## src/rtl/ascon_controller.sv

```systemverilog
// ascon_controller: sequencing FSM for an Ascon-128 style encryption datapath.
// Steps through initialization, NB_AD associated-data blocks, NB_PT plaintext
// blocks and finalization, driving the round index and datapath enables.
// Optional feature: define ASCON_CONTROLLER_ABORT_EN to add an abort_i input
// that returns the controller to IDLE from any active state.
module ascon_controller #(
    parameter int unsigned NB_AD = 1,
    parameter int unsigned NB_PT = 4
) (
    input  logic       clock_i,
    input  logic       resetb_i,
    input  logic       start_i,
    input  logic       data_valid_i,
`ifdef ASCON_CONTROLLER_ABORT_EN
    input  logic       abort_i,
`endif
    output logic       data_ready_o,
    output logic [3:0] round_o,
    output logic       data_sel_o,
    output logic       en_xor_data_o,
    output logic       en_xor_key_o,
    output logic       en_xor_key_end_o,
    output logic       en_xor_lsb_o,
    output logic       en_reg_state_o,
    output logic       en_cipher_o,
    output logic       en_tag_o,
    output logic       cipher_valid_o,
    output logic       done_o
);

    typedef enum logic [2:0] {
        S_IDLE,
        S_INIT,
        S_WAIT_AD,
        S_AD,
        S_WAIT_PT,
        S_PT,
        S_FINAL,
        S_DONE
    } state_t;

    localparam logic [3:0] ROUND_FIRST = 4'd0;
    localparam logic [3:0] ROUND_HALF  = 4'd6;
    localparam logic [3:0] ROUND_LAST  = 4'd11;
    localparam logic [3:0] NB_AD_L     = 4'(NB_AD);
    localparam logic [3:0] NB_PT_L     = 4'(NB_PT);

    state_t     state_q, state_d;
    logic [3:0] round_q, round_d;
    logic [3:0] ad_cnt_q, ad_cnt_d;
    logic [3:0] pt_cnt_q, pt_cnt_d;
    logic       cipher_valid_q, cipher_valid_d;

    // State, counters and the delayed cipher-valid flag.
    always_ff @(posedge clock_i) begin
        if (!resetb_i) begin
            state_q        <= S_IDLE;
            round_q        <= '0;
            ad_cnt_q       <= '0;
            pt_cnt_q       <= '0;
            cipher_valid_q <= 1'b0;
        end else begin
            state_q        <= state_d;
            round_q        <= round_d;
            ad_cnt_q       <= ad_cnt_d;
            pt_cnt_q       <= pt_cnt_d;
            cipher_valid_q <= cipher_valid_d;
        end
    end

    // Next state and counters. The round counter is reloaded with the start
    // value of the following permutation when a phase ends, so it holds steady
    // while waiting for data.
    always_comb begin
        state_d        = state_q;
        round_d        = round_q;
        ad_cnt_d       = ad_cnt_q;
        pt_cnt_d       = pt_cnt_q;
        cipher_valid_d = en_cipher_o;
        case (state_q)
            S_IDLE: begin
                round_d  = ROUND_FIRST;
                ad_cnt_d = '0;
                pt_cnt_d = '0;
                if (start_i) state_d = S_INIT;
            end
            S_INIT: begin
                if (round_q == ROUND_LAST) begin
                    round_d = ROUND_HALF;
                    state_d = S_WAIT_AD;
                end else begin
                    round_d = round_q + 4'd1;
                end
            end
            S_WAIT_AD: begin
                if (data_valid_i) begin
                    ad_cnt_d = ad_cnt_q + 4'd1;
                    state_d  = S_AD;
                end
            end
            S_AD: begin
                if (round_q == ROUND_LAST) begin
                    round_d = ROUND_HALF;
                    state_d = (ad_cnt_q < NB_AD_L) ? S_WAIT_AD : S_WAIT_PT;
                end else begin
                    round_d = round_q + 4'd1;
                end
            end
            S_WAIT_PT: begin
                if (data_valid_i) begin
                    pt_cnt_d = pt_cnt_q + 4'd1;
                    if (pt_cnt_q + 4'd1 == NB_PT_L) begin
                        round_d = ROUND_FIRST;
                        state_d = S_FINAL;
                    end else begin
                        state_d = S_PT;
                    end
                end
            end
            S_PT: begin
                if (round_q == ROUND_LAST) begin
                    round_d = ROUND_HALF;
                    state_d = S_WAIT_PT;
                end else begin
                    round_d = round_q + 4'd1;
                end
            end
            S_FINAL: begin
                if (round_q == ROUND_LAST) begin
                    round_d = ROUND_FIRST;
                    state_d = S_DONE;
                end else begin
                    round_d = round_q + 4'd1;
                end
            end
            S_DONE: begin
                round_d  = ROUND_FIRST;
                ad_cnt_d = '0;
                pt_cnt_d = '0;
                state_d  = S_IDLE;
            end
            default: begin
                round_d  = '0;
                ad_cnt_d = '0;
                pt_cnt_d = '0;
                state_d  = S_IDLE;
            end
        endcase
`ifdef ASCON_CONTROLLER_ABORT_EN
        if (abort_i && state_q != S_IDLE) begin
            state_d        = S_IDLE;
            round_d        = '0;
            ad_cnt_d       = '0;
            pt_cnt_d       = '0;
            cipher_valid_d = 1'b0;
        end
`endif
    end

    // Datapath controls decoded from the current state and round.
    always_comb begin
        data_ready_o     = 1'b0;
        data_sel_o       = 1'b0;
        en_xor_data_o    = 1'b0;
        en_xor_key_o     = 1'b0;
        en_xor_key_end_o = 1'b0;
        en_xor_lsb_o     = 1'b0;
        en_reg_state_o   = 1'b0;
        en_cipher_o      = 1'b0;
        en_tag_o         = 1'b0;
        done_o           = 1'b0;
        case (state_q)
            S_INIT: begin
                en_reg_state_o   = 1'b1;
                data_sel_o       = (round_q != ROUND_FIRST);
                en_xor_key_end_o = (round_q == ROUND_LAST);
            end
            S_WAIT_AD, S_WAIT_PT: begin
                data_ready_o = 1'b1;
                data_sel_o   = 1'b1;
            end
            S_AD: begin
                en_reg_state_o = 1'b1;
                data_sel_o     = 1'b1;
                en_xor_data_o  = (round_q == ROUND_HALF);
                en_xor_lsb_o   = (round_q == ROUND_LAST) && (ad_cnt_q == NB_AD_L);
            end
            S_PT: begin
                en_reg_state_o = 1'b1;
                data_sel_o     = 1'b1;
                en_xor_data_o  = (round_q == ROUND_HALF);
                en_cipher_o    = (round_q == ROUND_HALF);
            end
            S_FINAL: begin
                en_reg_state_o   = 1'b1;
                data_sel_o       = 1'b1;
                en_xor_data_o    = (round_q == ROUND_FIRST);
                en_cipher_o      = (round_q == ROUND_FIRST);
                en_xor_key_o     = (round_q == ROUND_FIRST);
                en_xor_key_end_o = (round_q == ROUND_LAST);
                en_tag_o         = (round_q == ROUND_LAST);
            end
            S_DONE: begin
                done_o = 1'b1;
            end
            default: begin
            end
        endcase
    end

    assign round_o        = round_q;
    assign cipher_valid_o = cipher_valid_q;

endmodule

```

## config.mk

```make
export PLATFORM = sky130hd
export DESIGN_NAME = ascon_controller
export DESIGN_NICKNAME = d
export VERILOG_FILES = /design/src/rtl/ascon_controller.sv
export SDC_FILE = /design/constraint.sdc
export NUM_CORES = 1
export LEC_CHECK = 0
export ABC_AREA = 1
export CORE_AREA = 4 4 56 58
export CTS_CLUSTER_SIZE = 12
export DETAILED_ROUTE_END_ITERATION = 8
export DIE_AREA = 0 0 60 62
export GPL_TIMING_DRIVEN = 0
export HOLD_SLACK_MARGIN = 0.1
export MAX_ROUTING_LAYER = met4
export PLACE_DENSITY = 0.67
export SYNTH_ARGS = -nofsm -noshare
export SYNTH_HDL_FRONTEND = slang
export SYNTH_SLANG_ARGS = --single-unit
export TNS_END_PERCENT = 10
```

## constraint.sdc

```tcl
create_clock -name clock_i -period 1.66 [get_ports clock_i]
set_clock_uncertainty 0.15 [all_clocks]
set_input_delay 0.332 -clock clock_i [delete_from_list [all_inputs] [get_ports clock_i]]
set_output_delay 0.332 -clock clock_i [all_outputs]
set_load 0.02 [all_outputs]
```

==> results.ini, run 1 <==
[drt]
via_count=1138
viasPerCell=5.04
routed_wirelength_microns=2840
firstDrtPassIters=5
post-route-drc-count=0
wl_per_cell_microns=12.6
ant_nets=0
drt_iter0_drc=40

[global_route]
grt_pass1_wl_microns=4720
antenna_found_initial=0
grt_max_degree=11
overflow=0
grtUsageTotal=0.174
grt_pass1_vias=1083

[sta]
fin_crit_sh=1.16
period_minus_slack_ns=1.93
setup_viol=9
hold_slack_ns=0.341
slew_headroom=0.677
fmax_mhz=519
hold_violations=0
setup_tns_ns=-1.41
slew_viol_final=0
rsz0062_at_grt=true
worstMarginPinSlew_ns=0.484
setup_slack_ns=-0.265

[placement]
placed_cell_area_sq_um=1400
hpwl_microns=2110
dp.cells=217
port_buffers=18
routabilityCongestion=0.912

[cts]
cts_tree=yes
clock_sinks=16
cts_buffers=3
clk_pin_slew_ns=0.10
cts.path.max_buffers=2
htree_levels=1
cts_root_buf=clkbuf_4
worstSkewPairLatency_ns=0.30
hold_buffers=0

[yosys]
netlist_top_cells_area=dfxtp_1 (28%), nand2_1 (14%), ha_1 (8.8%)
ys_seq_area_frac=0.281
synth_top_area_cell=dfxtp_1
synth_ff_type=dfxtp_1
async_flop_share=0
synthesis.area_sq_um=1140
syn_avg_cell_area_sq_um=6.78
ys_ff_latch=16
ys_types=25
synth_edf_count=0
syn-num-nets=180
netlist_instances=168
synth.top_cell.area_share=0.281
synth_warnings=0
synth.most_common_cell=nand2_1
ys_top_cells_by_count=nand2_1 (42), inv_1 (24), dfxtp_1 (16), nor2_1 (15), a21oi_1 (14)

[layout]
multi_input_area_sq_um=840
nFillCells=251
ff_latch_area_sq_um=343
syn2layout_area_growth_pct=38.5
drive_gt1_frac=0.364
final_area_sq_um=1580
instances_no_fill=226
n_antenna_cell=0
fin_util=0.593
fin_nets=208

[worst_setup_path]
critPathLaunch=round_o[0]$_SDFFE_PN0P_
crit_required_ns=1.18
r2r_end=round_o[1]$_SDFFE_PN0P_
worst_setup_path_start_kind=flop
rrSetupSlack_ns=0.14
worstSetupEndpoint=en_xor_data_o
crit_path_end_kind=output pin
reg2reg_depth=9
r2r_start=pt_cnt_q[0]$_SDFFE_PN0P_
cp_max_fo=4
setup.worst_path.class=reg -> out
cp_data_arrival_time_ns=1.44

[run_status]
violations=negative setup slack
outcome=complete, but fails checks

[die]
die-area_sq_um=3720
num_rows=19
fp.dieH_microns=62
boundaryPins=19
coreArea_sq_um=2660
floorplan.die.width_microns=60
start_util=0.428

[job]
maxCapViolations=0

[power_and_ir_drop]
p_leak_nw=0.693
power.density_nw_per_um2=1140
ir_drop_mv=0.791

[min_path]
hold_class=reg -> reg
min_from=ad_cnt_q[2]$_SDFFE_PN0P_

-- layer usage --
layer | share of wire | GRT usage | vias to the layer above | wire [microns]
met5 | 0 | - | - | 0
met4 | 0.015 | 0.0918 | 0 | 44
met3 | 0.041 | 0.0207 | 4 | 116
met2 | 0.52 | 0.302 | 15 | 1470
met1 | 0.43 | 0.195 | 529 | 1210
li1 | - | - | 590 | -
-- where the power goes --
group / internal, mW / switching (mW)
Combinational: 0.395 / 0.628
Sequential: 0.440 / 0.0738
Clock: 0.134 / 0.136
Total: 0.969 / 0.838
-- cells in the final DEF (no fill, tap or decap), types with 5 or more instances in the layout --
cell type,count
ha_1,5
nand2_1,36
buf_4,11
nand3_1,10
inv_1,16
nor2_4,5
nor2_1,13
dfxtp_1,8
dlygate4sd2_1,5
dfxtp_4,5
nand3_4,6
a21oi_1,14
nand2_2,7
o21ai_0,5
inv_2,8
-- logic make-up after synthesis --
group / share of synthesized area
adders and majority gates: 0.0878
DFF: 0.281
and+or+nand+nor: 0.375
AOI/OAI and AO/OA: 0.116
xor gates and xnor gates: 0.0307
buffers and inverters: 0.109
-- worst min-delay path by stage --
stage          slack (ns)                        to  cells after the start
2_1_floorplan        0.31  ad_cnt_q[2]$_SDFFE_PN0P_                      2
3_3_place_gp         0.32  ad_cnt_q[1]$_SDFFE_PN0P_                      2
3_5_place_dp         0.33  ad_cnt_q[2]$_SDFFE_PN0P_                      2
4_1_cts              0.35  ad_cnt_q[2]$_SDFFE_PN0P_                      2
5_1_grt              0.37  pt_cnt_q[1]$_SDFFE_PN0P_                      2
6_report             0.34  ad_cnt_q[2]$_SDFFE_PN0P_                      2
-- area by class of cell --
| class | count | share of cell area |
|---|---|---|
| buffer | 3 | 0.0190 |
| inverter | 27 | 0.0689 |
| sequential | 16 | 0.217 |
| clock buffer | 4 | 0.0230 |
| tap | 31 | 0.0246 |
| multi-input combinational | 122 | 0.532 |
| timing repair buffer | 23 | 0.116 |
-- registers in the layout (all words and copies together), names as in the netlist --
register        flops
state_q             3
cipher_valid_o      1
ad_cnt_q            4
round_o             4
pt_cnt_q            4
-- metrics by stage --
stage	power (mW)	worst slack (ns)
after floorplan	1.12	-0.0380
after global placement	1.35	-0.567
after detailed placement	1.36	-0.607
after CTS	1.79	-0.278
after global routing	1.93	-0.322
final	1.81	-0.265
-- worst max-delay path, cell delays in order (launching register included) --
cell     delay (ns)
dfxtp_4        0.37
inv_4          0.08
ha_4           0.14
nand3_4        0.08
nor2_4         0.11
inv_2          0.05
o21ai_4        0.06
inv_2          0.06
o21ai_4        0.06
buf_6          0.13
-- repair_timing --
action	in CTS	in global routing
endpoints found under the setup margin	15	14
gates resized for setup	88	8
pin swaps	3	1
cloned	0	0
buffers inserted	5	0
Power figures use the tool's default switching activity.
==> inputs of run 2 (changes only) <==
==> constraint.sdc (replaced) <==
create_clock -name clock_i -period 2.4 [get_ports clock_i]
set_clock_uncertainty 0.15 [all_clocks]
set_input_delay 0.48 -clock clock_i [delete_from_list [all_inputs] [get_ports clock_i]]
set_output_delay 0.48 -clock clock_i [all_outputs]
set_load 0.02 [all_outputs]
==> results.ini, run 2 (synthesized netlist as in run 1, its figures left out) <==
[worst_setup_path]
crit_path_end_kind=output pin
cp_max_fo=9  ; +5
reg2reg_depth=10  ; +1
cp_slowest_stage_delay_ns=0.60  ; +0.23 ns
crit_required_ns=1.77  ; +0.59 ns
cp_data_arrival_time_ns=1.66  ; +0.22 ns
path_cells=buf_4 -> inv_1 -> nand2_1 -> nand3_4 -> clkdlybuf4s50_1
worst_setup_path_start_kind=flop
setup.worst_path.class=reg -> out
cp_slowest_cell=clkdlybuf4s50_1

[min_path]
whs_path_depth=2  ; unchanged
hold_class=reg -> reg

[placement]
port_buffers=18  ; unchanged
routabilityCongestion=0.861  ; -5.7%
hpwl_microns=2090  ; -0.93%
place_ws_ns=-0.0188  ; +0.588 ns
placed_cell_area_sq_um=1360  ; -2.8%
dp.cells=217  ; unchanged

[sta]
worstMarginPinSlew_ns=0.474  ; -0.0108 ns
fin_crit_sh=0.955
hold_violations=0  ; unchanged
setup_viol=0  ; -9
slew_viol_final=0  ; unchanged
period_minus_slack_ns=2.29
rsz0062_at_grt=false
setup_tns_ns=0  ; +1.41 ns
slew_headroom=0.684  ; +0.00717
setup_slack_ns=0.107  ; +0.372 ns
fmax_mhz=436
hold_slack_ns=0.337  ; -0.00383 ns

[layout]
n_antenna_cell=0  ; unchanged
fin_nets=203  ; -2.4%
final_cell_mix=nand2_1 (42), inv_1 (24), nor2_1 (14), a21oi_1 (14), dfxtp_1 (13)
drive_gt1_frac=0.153  ; -0.211
final_area_sq_um=1380  ; -13%
syn2layout_area_growth_pct=20.6
instances_no_fill=220  ; -2.7%
layout_commonest_cell=nand2_1

[die]
floorplan.die.width_microns=60  ; unchanged
coreArea_sq_um=2660  ; unchanged
num_rows=19  ; unchanged
boundaryPins=19  ; unchanged
start_util=0.428  ; unchanged
die-area_sq_um=3720  ; unchanged
fp.dieH_microns=62  ; unchanged

[run_status]
outcome=finished, final reports clean

[cts]
clk_pin_slew_ns=0.09  ; about the same
clock_sinks=16  ; unchanged
post_cts_buffers=0  ; -5
worstSkewPairLatency_ns=0.28  ; -0.02 ns
cts_root_buf=clkbuf_4
hold_buffers=0  ; unchanged
cts_tree=yes
cts.path.max_buffers=2  ; unchanged
cts_buffers=3  ; unchanged
htree_levels=1  ; unchanged

[drt]
ant_nets=0  ; unchanged
drt_iter0_drc=41  ; +2.5%
via_count=1106  ; -2.8%
firstDrtPassIters=4  ; -1
routed_wirelength_microns=2540  ; -11%
post-route-drc-count=0  ; unchanged
viasPerCell=5.03  ; -0.16%
wl_per_cell_microns=11.6  ; -8.2%

[job]
maxCapViolations=0  ; unchanged

[global_route]
overflow=0  ; unchanged
grt_pass1_wl_microns=4420  ; -6.4%
grt_pass1_vias=1032  ; -4.7%
grtUsageTotal=0.160  ; -0.0143
antenna_found_initial=0  ; unchanged
grt_max_degree=11  ; unchanged

[power_and_ir_drop]
power.density_nw_per_um2=767  ; -33%
ir_drop_mv=0.439  ; -44%
p_leak_nw=0.624  ; -9.9%

[run 2: cell types whose count changed in the layout (fill, tap and decap cells not counted), moves of 3 or more]
cell | before | now
inv_1 | 16 | 24
clkdlybuf4s50_1 | 3 | 10
dfxtp_1 | 8 | 13
buf_4 | 11 | 1
nand3_4 | 6 | 2
inv_2 | 8 | 3
dfxtp_4 | 5 | 0
o21ai_4 | 3 | 0
inv_4 | 3 | 0
nand2_2 | 7 | 2
ha_1 | 5 | 8
nand2_1 | 36 | 42
[run 2: timing repair]
| action | in CTS | in global routing |
|---|---|---|
| gates resized for setup | 12 | 8 |
| setup endpoints to repair | 8 | 3 |
| pin swaps | 0 | 0 |
[run 2: area by class of cell]
class | instances | area, sq um
fill | 286 | 1290
multi-input combinational | 122 | 703
tap | 31 | 38.8
buffer | 3 | 22.5
timing repair buffer | 18 | 163
clock buffer | 3 | 22.5
inverter | 27 | 101
sequential | 16 | 324
[run 2: path summary, 6_finish.rpt]
path	start	endpoint	slack, ns
max reg2reg	pt_cnt_q[0]$_SDFFE_PN0P_	round_o[3]$_SDFFE_PN0P_	0.78
min reg2reg	ad_cnt_q[2]$_SDFFE_PN0P_	ad_cnt_q[2]$_SDFFE_PN0P_	0.34
min	ad_cnt_q[2]$_SDFFE_PN0P_	ad_cnt_q[2]$_SDFFE_PN0P_	0.34
max	state_q[1]$_SDFFE_PN0P_	en_reg_state_o	0.11
[run 2: power breakdown]
group          switching (mW)  internal, mW
Sequential             0.0382         0.297
Clock                  0.0788        0.0581
Combinational           0.370         0.213
[run 2: worst max-delay path: cells and delay by family, from the launching register on]
| kind | cells | cell delay (ns) |
|---|---|---|
| buffers and inverters | 3 | 0.83 |
| flip-flops | 1 | 0.31 |
| AND/OR/NAND/NOR | 2 | 0.24 |
[run 2: layer usage]
layer	vias to the layer above	wire, microns	GRT usage
li1	577	-	-
met1	503	1160	0.203
met2	24	1250	0.256
met3	2	104	0.0248
met4	0	20	0.0570
met5	-	0	-
[run 2: metrics by stage]
stage,power [mW],utilization
2_1_floorplan,0.754,-
5_1_grt,1.14,0.516
3_5_place_dp,0.926,0.510
4_1_cts,1.06,0.518
6_report,1.05,0.516
3_3_place_gp,0.914,0.510
